## config.mk

```make
export PLATFORM = sky130hd
export DESIGN_NAME = sram_port_arbiter
export DESIGN_NICKNAME = d
export VERILOG_FILES = /design/src/rtl/sram_port_arbiter.sv
export SDC_FILE = /design/constraint.sdc
export NUM_CORES = 1
export LEC_CHECK = 0
export ABC_AREA = 1
export BUFFER_PORTS_ARGS = -buffer_cell sky130_fd_sc_hd__buf_4
export CORE_MARGIN = 3
export CORE_UTILIZATION = 30
export DETAILED_ROUTE_END_ITERATION = 8
export SLEW_MARGIN = 0
export SYNTH_ARGS = -nofsm -noshare
export SYNTH_HDL_FRONTEND = slang
export SYNTH_SLANG_ARGS = --single-unit
export TNS_END_PERCENT = 20
```

## constraint.sdc

```tcl
create_clock -name clk -period 1.48 [get_ports clk]
set_input_delay 0.148 -clock clk [delete_from_list [all_inputs] [get_ports clk]]
set_output_delay 0.148 -clock clk [all_outputs]
set_load 0.01 [all_outputs]
```

## src/rtl/sram_port_arbiter.sv

```systemverilog
// sram_port_arbiter: round-robin two-port controller for a registered-input single-port SRAM macro,
// with optional zero-fill of the whole array after reset.
module sram_port_arbiter #(
   parameter int DATA_WIDTH    = 32,
   parameter int ADDR_WIDTH    = 8,
   parameter bit INIT_ON_RESET = 1'b1
) (
   input  logic                  clk,
   input  logic                  reset,
   input  logic                  p0_req,
   input  logic                  p0_we,
   input  logic [ADDR_WIDTH-1:0] p0_addr,
   input  logic [DATA_WIDTH-1:0] p0_wdata,
   output logic                  p0_gnt,
   output logic                  p0_rsp,
   input  logic                  p1_req,
   input  logic                  p1_we,
   input  logic [ADDR_WIDTH-1:0] p1_addr,
   input  logic [DATA_WIDTH-1:0] p1_wdata,
   output logic                  p1_gnt,
   output logic                  p1_rsp,
   output logic [DATA_WIDTH-1:0] rsp_rdata,
   output logic                  init_done,
   output logic                  sram_csb0,
   output logic                  sram_web0,
   output logic [ADDR_WIDTH-1:0] sram_addr0,
   output logic [DATA_WIDTH-1:0] sram_din0,
   input  logic [DATA_WIDTH-1:0] sram_dout0
);
   localparam logic [1:0] INIT = 2'd0, IDLE = 2'd1, CMD = 2'd2, RESP = 2'd3;
   logic [1:0]          state;
   logic [ADDR_WIDTH:0] cnt;
   logic                owner, is_read, last_grant, sel, open, take;
   // sel picks port 1; on a tie the port that did not win last time goes next
   always_comb begin
      open   = (state == IDLE) || (state == RESP);
      sel    = (p0_req && p1_req) ? !last_grant : p1_req;
      p0_gnt = open && p0_req && !sel;
      p1_gnt = open && p1_req && sel;
      take   = p0_gnt || p1_gnt;
   end
   always_ff @(posedge clk) begin
      if (reset) begin
         state      <= INIT_ON_RESET ? INIT : IDLE;
         cnt        <= '0;
         sram_csb0  <= 1'b1;
         sram_web0  <= 1'b1;
         sram_addr0 <= '0;
         sram_din0  <= '0;
         p0_rsp     <= 1'b0;
         p1_rsp     <= 1'b0;
         rsp_rdata  <= '0;
         init_done  <= !INIT_ON_RESET;
         last_grant <= 1'b1;
         owner      <= 1'b0;
         is_read    <= 1'b0;
      end else begin
         p0_rsp <= 1'b0;
         p1_rsp <= 1'b0;
         case (state)
            INIT: begin
               if (cnt[ADDR_WIDTH]) begin
                  sram_csb0 <= 1'b1;
                  sram_web0 <= 1'b1;
                  init_done <= 1'b1;
                  state     <= IDLE;
               end else begin
                  sram_csb0  <= 1'b0;
                  sram_web0  <= 1'b0;
                  sram_addr0 <= cnt[ADDR_WIDTH-1:0];
                  sram_din0  <= '0;
                  cnt        <= cnt + 1'b1;
               end
            end
            CMD: begin
               sram_csb0 <= 1'b1;
               sram_web0 <= 1'b1;
               state     <= RESP;
            end
            default: begin
               // dout0 settled after the falling edge inside the CMD->RESP cycle
               if (state == RESP) begin
                  p0_rsp <= !owner;
                  p1_rsp <= owner;
                  if (is_read) rsp_rdata <= sram_dout0;
               end
               if (take) begin
                  sram_csb0  <= 1'b0;
                  sram_web0  <= p1_gnt ? !p1_we : !p0_we;
                  sram_addr0 <= p1_gnt ? p1_addr : p0_addr;
                  sram_din0  <= p1_gnt ? p1_wdata : p0_wdata;
                  owner      <= p1_gnt;
                  is_read    <= p1_gnt ? !p1_we : !p0_we;
                  last_grant <= p1_gnt;
                  state      <= CMD;
               end else begin
                  state <= IDLE;
               end
            end
         endcase
      end
   end
endmodule

```

==> flow_metrics.py, run 1 <==
metrics = {
    "status": {
        "status": "finished with violations",
        "violations": "setup timing",
    },
    "sta": {
        "rsz0062_at_grt": "true",
        "setup_violations": 1,
        "min_period_over_period_pct": 100,
        "slew_headroom_pct": 82.9,
        "slew_viol_final": 0,
        "hold_violations": 0,
        "setup_slack_ns": -0.00420,
        "fmax_mhz": 674,
        "finalCriticalPeriod_ns": 1.48,
        "whs_ns": 0.0963,
        "tightest_slew_ns": 0.257,
        "skew_ns": 0.00498,
    },
    "setup_path": {
        "end_kind": "output port",
        "startpoint_type": "register",
        "crit_required_ns": 1.33,
        "worst-setup-path-type": "register to output port",
        "cp_max_fo": 5,
        "reg2regPathDepth": 9,
        "timing.rr.end": "sram_din0[30]",
        "r2r_start": "state[0]",
        "cp.arrival_ns": 1.34,
        "rrSetupSlack_ns": 0.07,
    },
    "grt": {
        "grt-ovfl-total": 0,
        "grt_use_total_pct": 15.4,
        "grt_max_degree": 65,
        "grt_pass1_wl_microns": 18700,
        "antenna_found_initial": 0,
        "grt_pass1_vias": 4068,
    },
    "hold_path": {
        "worstHoldPathCells": 3,
        "hold_path_class": "input port to register",
        "min-delay-start": "sram_dout0[1]",
        "hold_end": "rsp_rdata[1]",
    },
    "clocking": {
        "cts_root_buf": "clkbuf_16",
        "cts-buffers-inserted": 9,
        "cts_buffer_depth": 2,
        "insertion_delay_ns": 0.33,
        "holdBufCountCts": 0,
        "clk_pin_slew_ns": 0.07,
        "cts.sinks": 91,
        "cts-htree-levels": 3,
        "cts_tree": "built",
    },
    "synthesis": {
        "ys_seq_area_share_pct": 44.2,
        "netlist-cell-type-count": 27,
        "synth.most_common_cell": "nand2_1",
        "async_flop_share_pct": 0,
        "yosys-top-cells-count": "nand2_1 (176), dfxtp_1 (91), inv_1 (67), a21oi_1 (64), o21ai_0 (42)",
        "ys_top_cells_by_area": "dfxtp_1 (44%), nand2_1 (16%), a21oi_1 (7.8%)",
        "synth-seq-cells": 91,
        "syn_nets": 694,
        "netlist_instances": 575,
        "synth_area_leader_cell": "dfxtp_1",
        "synth_top_area_share_pct": 44.2,
        "yosysWarnings": 0,
        "synth-edff-count": 0,
        "syn_area_sq_mm": 0.00412,
        "yosys_most_used_dff": "dfxtp_1",
        "syn-mean-instance-area_sq_um": 7.16,
    },
    "routing": {
        "route.detailed.drc": 0,
        "vias": 4218,
        "drtAntennaViolNets": 0,
        "firstDrtPassIters": 4,
        "drt_iter0_markers": 163,
        "post_drt_wl_per_cell_microns": 12.5,
        "vias_per_cell": 4.41,
        "wl_microns": 12000,
    },
    "power_and_ir_drop": {
        "comb_power_share_pct": 19.8,
        "clkPwrFrac_pct": 37.5,
        "p_int_mw": 4.53,
        "peakVddDrop_uv": 538,
        "p_leak_nw": 2.89,
        "power_switching_mw": 1.65,
        "p_sw_share_pct": 26.7,
        "p_seq_share_pct": 42.6,
        "power_density_mw_per_mm2": 980,
    },
    "layout": {
        "final_cells": 957,
        "n_fill_cell": 1365,
        "fin_nets": 895,
        "num_antenna_cells": 0,
        "layout-drive-gt1-share_pct": 37.8,
        "area_delta_synth_final_pct": 53.1,
    },
    "floorplanning": {
        "start_util_pct": 30.8,
        "dieArea_sq_mm": 0.0152,
        "boundaryPins": 197,
        "die_x_microns": 123,
        "die_y_microns": 123,
        "coreArea_sq_mm": 0.0133,
        "row_count": 42,
    },
    "placement": {
        "post-dp-hpwl_microns": 8950,
        "dpl.cell_count": 933,
        "gp_congestion": 0.776,
        "port_buffers": 196,
    },
    "job": {
        "cap_violations": 0,
    },
}
-- what timing repair did --
item | in CTS | in global routing
setup endpoints to repair | 1 | 26
resized for setup | 1 | 7
pin swaps | 0 | 1
cloned | 2 | 0
hold endpoints to repair | 0 | 0
buffers inserted | 5 | 1
-- logic make-up after synthesis --
| family | count (synthesis) | synth area share, % |
|---|---|---|
| AOI/OAI and AO/OA | 130 | 17.9 |
| DFF | 91 | 44.2 |
| adders and majority gates | 1 | 0.304 |
| buffers and inverters | 103 | 11.3 |
| and+or+nand+nor | 250 | 26.3 |
-- cell usage in the layout (no fill, tap or decap) --
master      Yosys  final
nand3b_1        1      1
inv_4           1      1
o21ai_0        42     42
a21oi_4         0      1
buf_6           1      2
nor2_1         24     24
inv_1          67     67
o211ai_1        1      1
clkinv_2        0      2
nand2_2        22     23
nand3_2         0      1
nand2_8         1      1
nand2_1       176    175
buf_12          3      7
nor3_4          0      1
buf_8           0      1
inv_6           1      2
buf_4           0    212
o2111ai_1       1      1
clkbuf_16       0      9
nand3_1        18     17
bufinv_16       0      1
nand2_4         3      3
nand4_1         2      2
dfxtp_1        91     90
dfxtp_2         0      1
a31oi_1         1      1
a21oi_1        64     63
nor2_4          1      1
bufbuf_16       0      2
a21oi_2        21     21
clkbuf_8        0      1
nor3b_1         1      1
ha_1            1      1
clkinvlp_4      0      2
-- power by group through the flow --
stage                     logic [mW]  clock network (mW)  registers (mW)
after global routing            1.35                2.50            2.65
after CTS                       1.23                2.39            2.63
after global placement          1.18                   0            2.68
final                           1.23                2.32            2.63
after detailed placement        1.20                   0            2.69
after floorplan                0.609                   0            2.71
-- area by class of cell --
| cell class | instances | area, sq um | area share [%] |
|---|---|---|---|
| clock buffers | 10 | 239 | 3.79 |
| clock inverters | 6 | 63.8 | 1.01 |
| inverters | 69 | 267 | 4.23 |
| multi-input cells | 381 | 1860 | 29.4 |
| flip-flops and latches | 91 | 1820 | 28.9 |
| well taps | 176 | 220 | 3.49 |
| repair buffers | 224 | 1830 | 29.1 |
-- through the flow --
| step | setup TNS [ns] | setup WS, ns | utilization (%) | power [mW] | area, sq um |
|---|---|---|---|---|---|
| 2_1_floorplan | 0 | 0.161 | - | 3.32 | 4120 |
| 3_5_place_dp | 0 | 0.0621 | 43.9 | 3.89 | 5860 |
| 4_1_cts | 0 | 0.00321 | 47.0 | 6.25 | 6270 |
| 5_1_grt | -0.308 | -0.0748 | 47.2 | 6.50 | 6300 |
| 6_report | -0.00420 | -0.00420 | 47.2 | 6.18 | 6300 |
| 3_3_place_gp | 0 | 0.117 | 43.9 | 3.86 | 5860 |
-- flip-flops by register name, indices dropped and copies added (netlist names) --
signal      cells
cnt             9
init_done       1
is_read         1
last_grant      1
owner           1
p0_rsp          1
p1_rsp          1
rsp_rdata      32
sram_addr0      8
sram_csb0       1
sram_din0      32
sram_web0       1
state           2
-- worst max path at each step --
stage | depth (start not counted) | slack, ns | startpoint | to
final | 6 | -0.004 | state[0] | p1_gnt
after global routing | 6 | -0.07 | state[0] | p1_gnt
after global placement | 8 | 0.12 | state[0] | sram_web0
after detailed placement | 8 | 0.06 | state[0] | sram_web0
after CTS | 5 | 0.003 | state[0] | p1_gnt
after floorplan | 10 | 0.16 | state[0] | sram_din0[0]
-- routing by layer --
metal / vias up / routed length (microns) / track usage (%)
met5: - / 0 / 0
met4: 0 / 202 / 5.47
met3: 17 / 962 / 3.80
met2: 146 / 5590 / 25.8
met1: 1859 / 5240 / 19.2
li1: 2196 / - / -
-- critical path, stage by stage, from the launching register on --
cell	delay, ns
dfxtp_2	0.35
buf_12	0.12
nand2_8	0.05
a21oi_4	0.14
buf_6	0.13
buf_12	0.10
buf_4	0.11
Note: power is estimated with default switching activity, not from simulation.
==> run 2, diff against run 1 <==
SETUP_SLACK_MARGIN = 0.05   (was unset)
==> run 2 against run 1 <==
Against the previous run: the flow now finishes without violations; global-route usage about the same; combinational power about the same; first-iteration DRC count up 17%; via count barely moved; sequential share of layout area fell by 0.069 points; core utilization rose by 0.11 points.
==> flow_metrics.py, run 2 (synthesis gave the netlist of run 1 again) <==
metrics = {
    "status": {
        "status": "finished, final reports clean",
    },
    "clocking": {
        "holdBufCountCts": 0,
        "cts-buffers-inserted": 9,
        "cts_root_buf": "clkbuf_16",
        "cts.sinks": 91,
        "insertion_delay_ns": 0.33,
        "cts-htree-levels": 3,
        "clk_pin_slew_ns": 0.06,
        "cts_buffer_depth": 2,
        "cts_tree": "built",
    },
    "setup_path": {
        "rrSetupSlack_ns": 0.08,
        "startpoint_type": "register",
        "reg2regPathDepth": 9,
        "cp.arrival_ns": 1.33,
        "end_kind": "output port",
        "cp_max_fo": 5,
        "worst-setup-path-type": "register to output port",
        "crit_required_ns": 1.33,
        "r2r_start": "state[0]",
        "timing.rr.end": "sram_din0[30]",
    },
    "sta": {
        "hold_violations": 0,
        "rsz0062_at_grt": "true",
        "skew_ns": 0.00468,
        "whs_ns": 0.0950,
        "fmax_mhz": 678,
        "min_period_over_period_pct": 99.6,
        "finalCriticalPeriod_ns": 1.47,
        "setup_violations": 0,
        "slew_headroom_pct": 83.0,
        "setup_slack_ns": 0.00545,
        "slew_viol_final": 0,
        "tightest_slew_ns": 0.255,
    },
    "layout": {
        "register_area_sq_mm": 0.00182,
        "final_util_pct": 47.3,
        "area_delta_synth_final_pct": 53.4,
        "n_fill_cell": 1354,
        "layout_common_cells": "buf_4 (210), nand2_1 (175), dfxtp_1 (90)",
        "num_antenna_cells": 0,
        "largest_registers": "rsp_rdata: 32 flops, sram_din0: 32 flops, cnt: 9 flops",
        "final_cells": 957,
        "multi_input_area_sq_mm": 0.00186,
        "fin_nets": 895,
        "layout-drive-gt1-share_pct": 37.8,
        "final_common_cell": "buf_4",
    },
    "floorplanning": {
        "row_count": 42,
        "start_util_pct": 30.8,
        "die_x_microns": 123,
        "boundaryPins": 197,
        "die_y_microns": 123,
        "coreArea_sq_mm": 0.0133,
        "dieArea_sq_mm": 0.0152,
    },
    "power_and_ir_drop": {
        "power_switching_mw": 1.65,
        "p_leak_nw": 2.90,
        "comb_power_share_pct": 20.0,
        "p_sw_share_pct": 26.7,
        "p_int_mw": 4.53,
        "power_density_mw_per_mm2": 978,
        "p_seq_share_pct": 42.6,
        "clkPwrFrac_pct": 37.4,
        "peakVddDrop_uv": 542,
    },
    "routing": {
        "route.detailed.drc": 0,
        "vias": 4221,
        "wl_microns": 12000,
        "drt_iter0_markers": 191,
        "vias_per_cell": 4.41,
        "drtAntennaViolNets": 0,
        "post_drt_wl_per_cell_microns": 12.5,
        "firstDrtPassIters": 4,
    },
    "hold_path": {
        "worstHoldPathCells": 3,
        "min-delay-start": "sram_dout0[1]",
        "hold_end": "rsp_rdata[1]",
        "hold_path_class": "input port to register",
    },
    "grt": {
        "grt_pass1_wl_microns": 18700,
        "grt_max_degree": 65,
        "grt_use_total_pct": 15.4,
        "grt_pass1_vias": 4072,
        "antenna_found_initial": 0,
        "grt-ovfl-total": 0,
    },
    "placement": {
        "dp_slack_ns": 0.0621,
        "post-dp-hpwl_microns": 8950,
        "port_buffers": 196,
        "dpl.cell_count": 933,
        "gp_congestion": 0.776,
    },
    "job": {
        "cap_violations": 0,
    },
}
run 2: worst max-delay path by stage:
stage,startpoint,endpoint,slack (ns)
2_1_floorplan,state[0],sram_din0[0],0.16
3_3_place_gp,state[0],sram_web0,0.12
3_5_place_dp,state[0],sram_web0,0.06
4_1_cts,state[0],sram_din0[5],0.005
5_1_grt,state[0],sram_din0[30],-0.07
6_report,state[0],p1_gnt,0.005
run 2: metrics by stage:
stage                     TNS [ns]  area, sq um  power [mW]
after floorplan                  0         4120        3.32
after global placement           0         5860        3.86
after detailed placement         0         5860        3.89
after CTS                        0         6270        6.25
after global routing        -0.218         6320        6.51
final                            0         6320        6.18
run 2: worst max-delay path: stages (launching register included):
cell,delay [ns]
dfxtp_2,0.35
buf_12,0.12
nand2_8,0.05
a21oi_4,0.14
buf_6,0.13
buf_12,0.11
buf_6,0.10
run 2: area by class of cell:
| type | instances | share of cell area [%] |
|---|---|---|
| flip-flops and latches | 91 | 28.9 |
| clock inverters | 6 | 1.01 |
| well taps | 176 | 3.49 |
| repair buffers | 224 | 29.2 |
| multi-input cells | 381 | 29.4 |
| inverters | 69 | 4.22 |
| clock buffers | 10 | 3.78 |
run 2: power by group through the flow:
stage                     combinational [mW]  clock, mW  sequential, mW
after floorplan                        0.609          0            2.71
after global placement                  1.18          0            2.68
after detailed placement                1.20          0            2.69
after CTS                               1.23       2.39            2.63
after global routing                    1.36       2.50            2.65
final                                   1.23       2.31            2.63
run 2: timing repair:
action,4_1_cts,5_1_grt
resized for setup,2,10
gates cloned,2,0
pin swaps,0,12
endpoints found under the hold margin,0,0
setup buffers,5,1
setup endpoints to repair,2,45
run 2: metal layers:
layer,global-route usage [%],wire length (microns),vias to the layer above
met5,0,0,-
met4,5.47,211,0
met3,3.80,933,18
met2,25.8,5600,140
met1,19.2,5210,1864
li1,-,-,2199
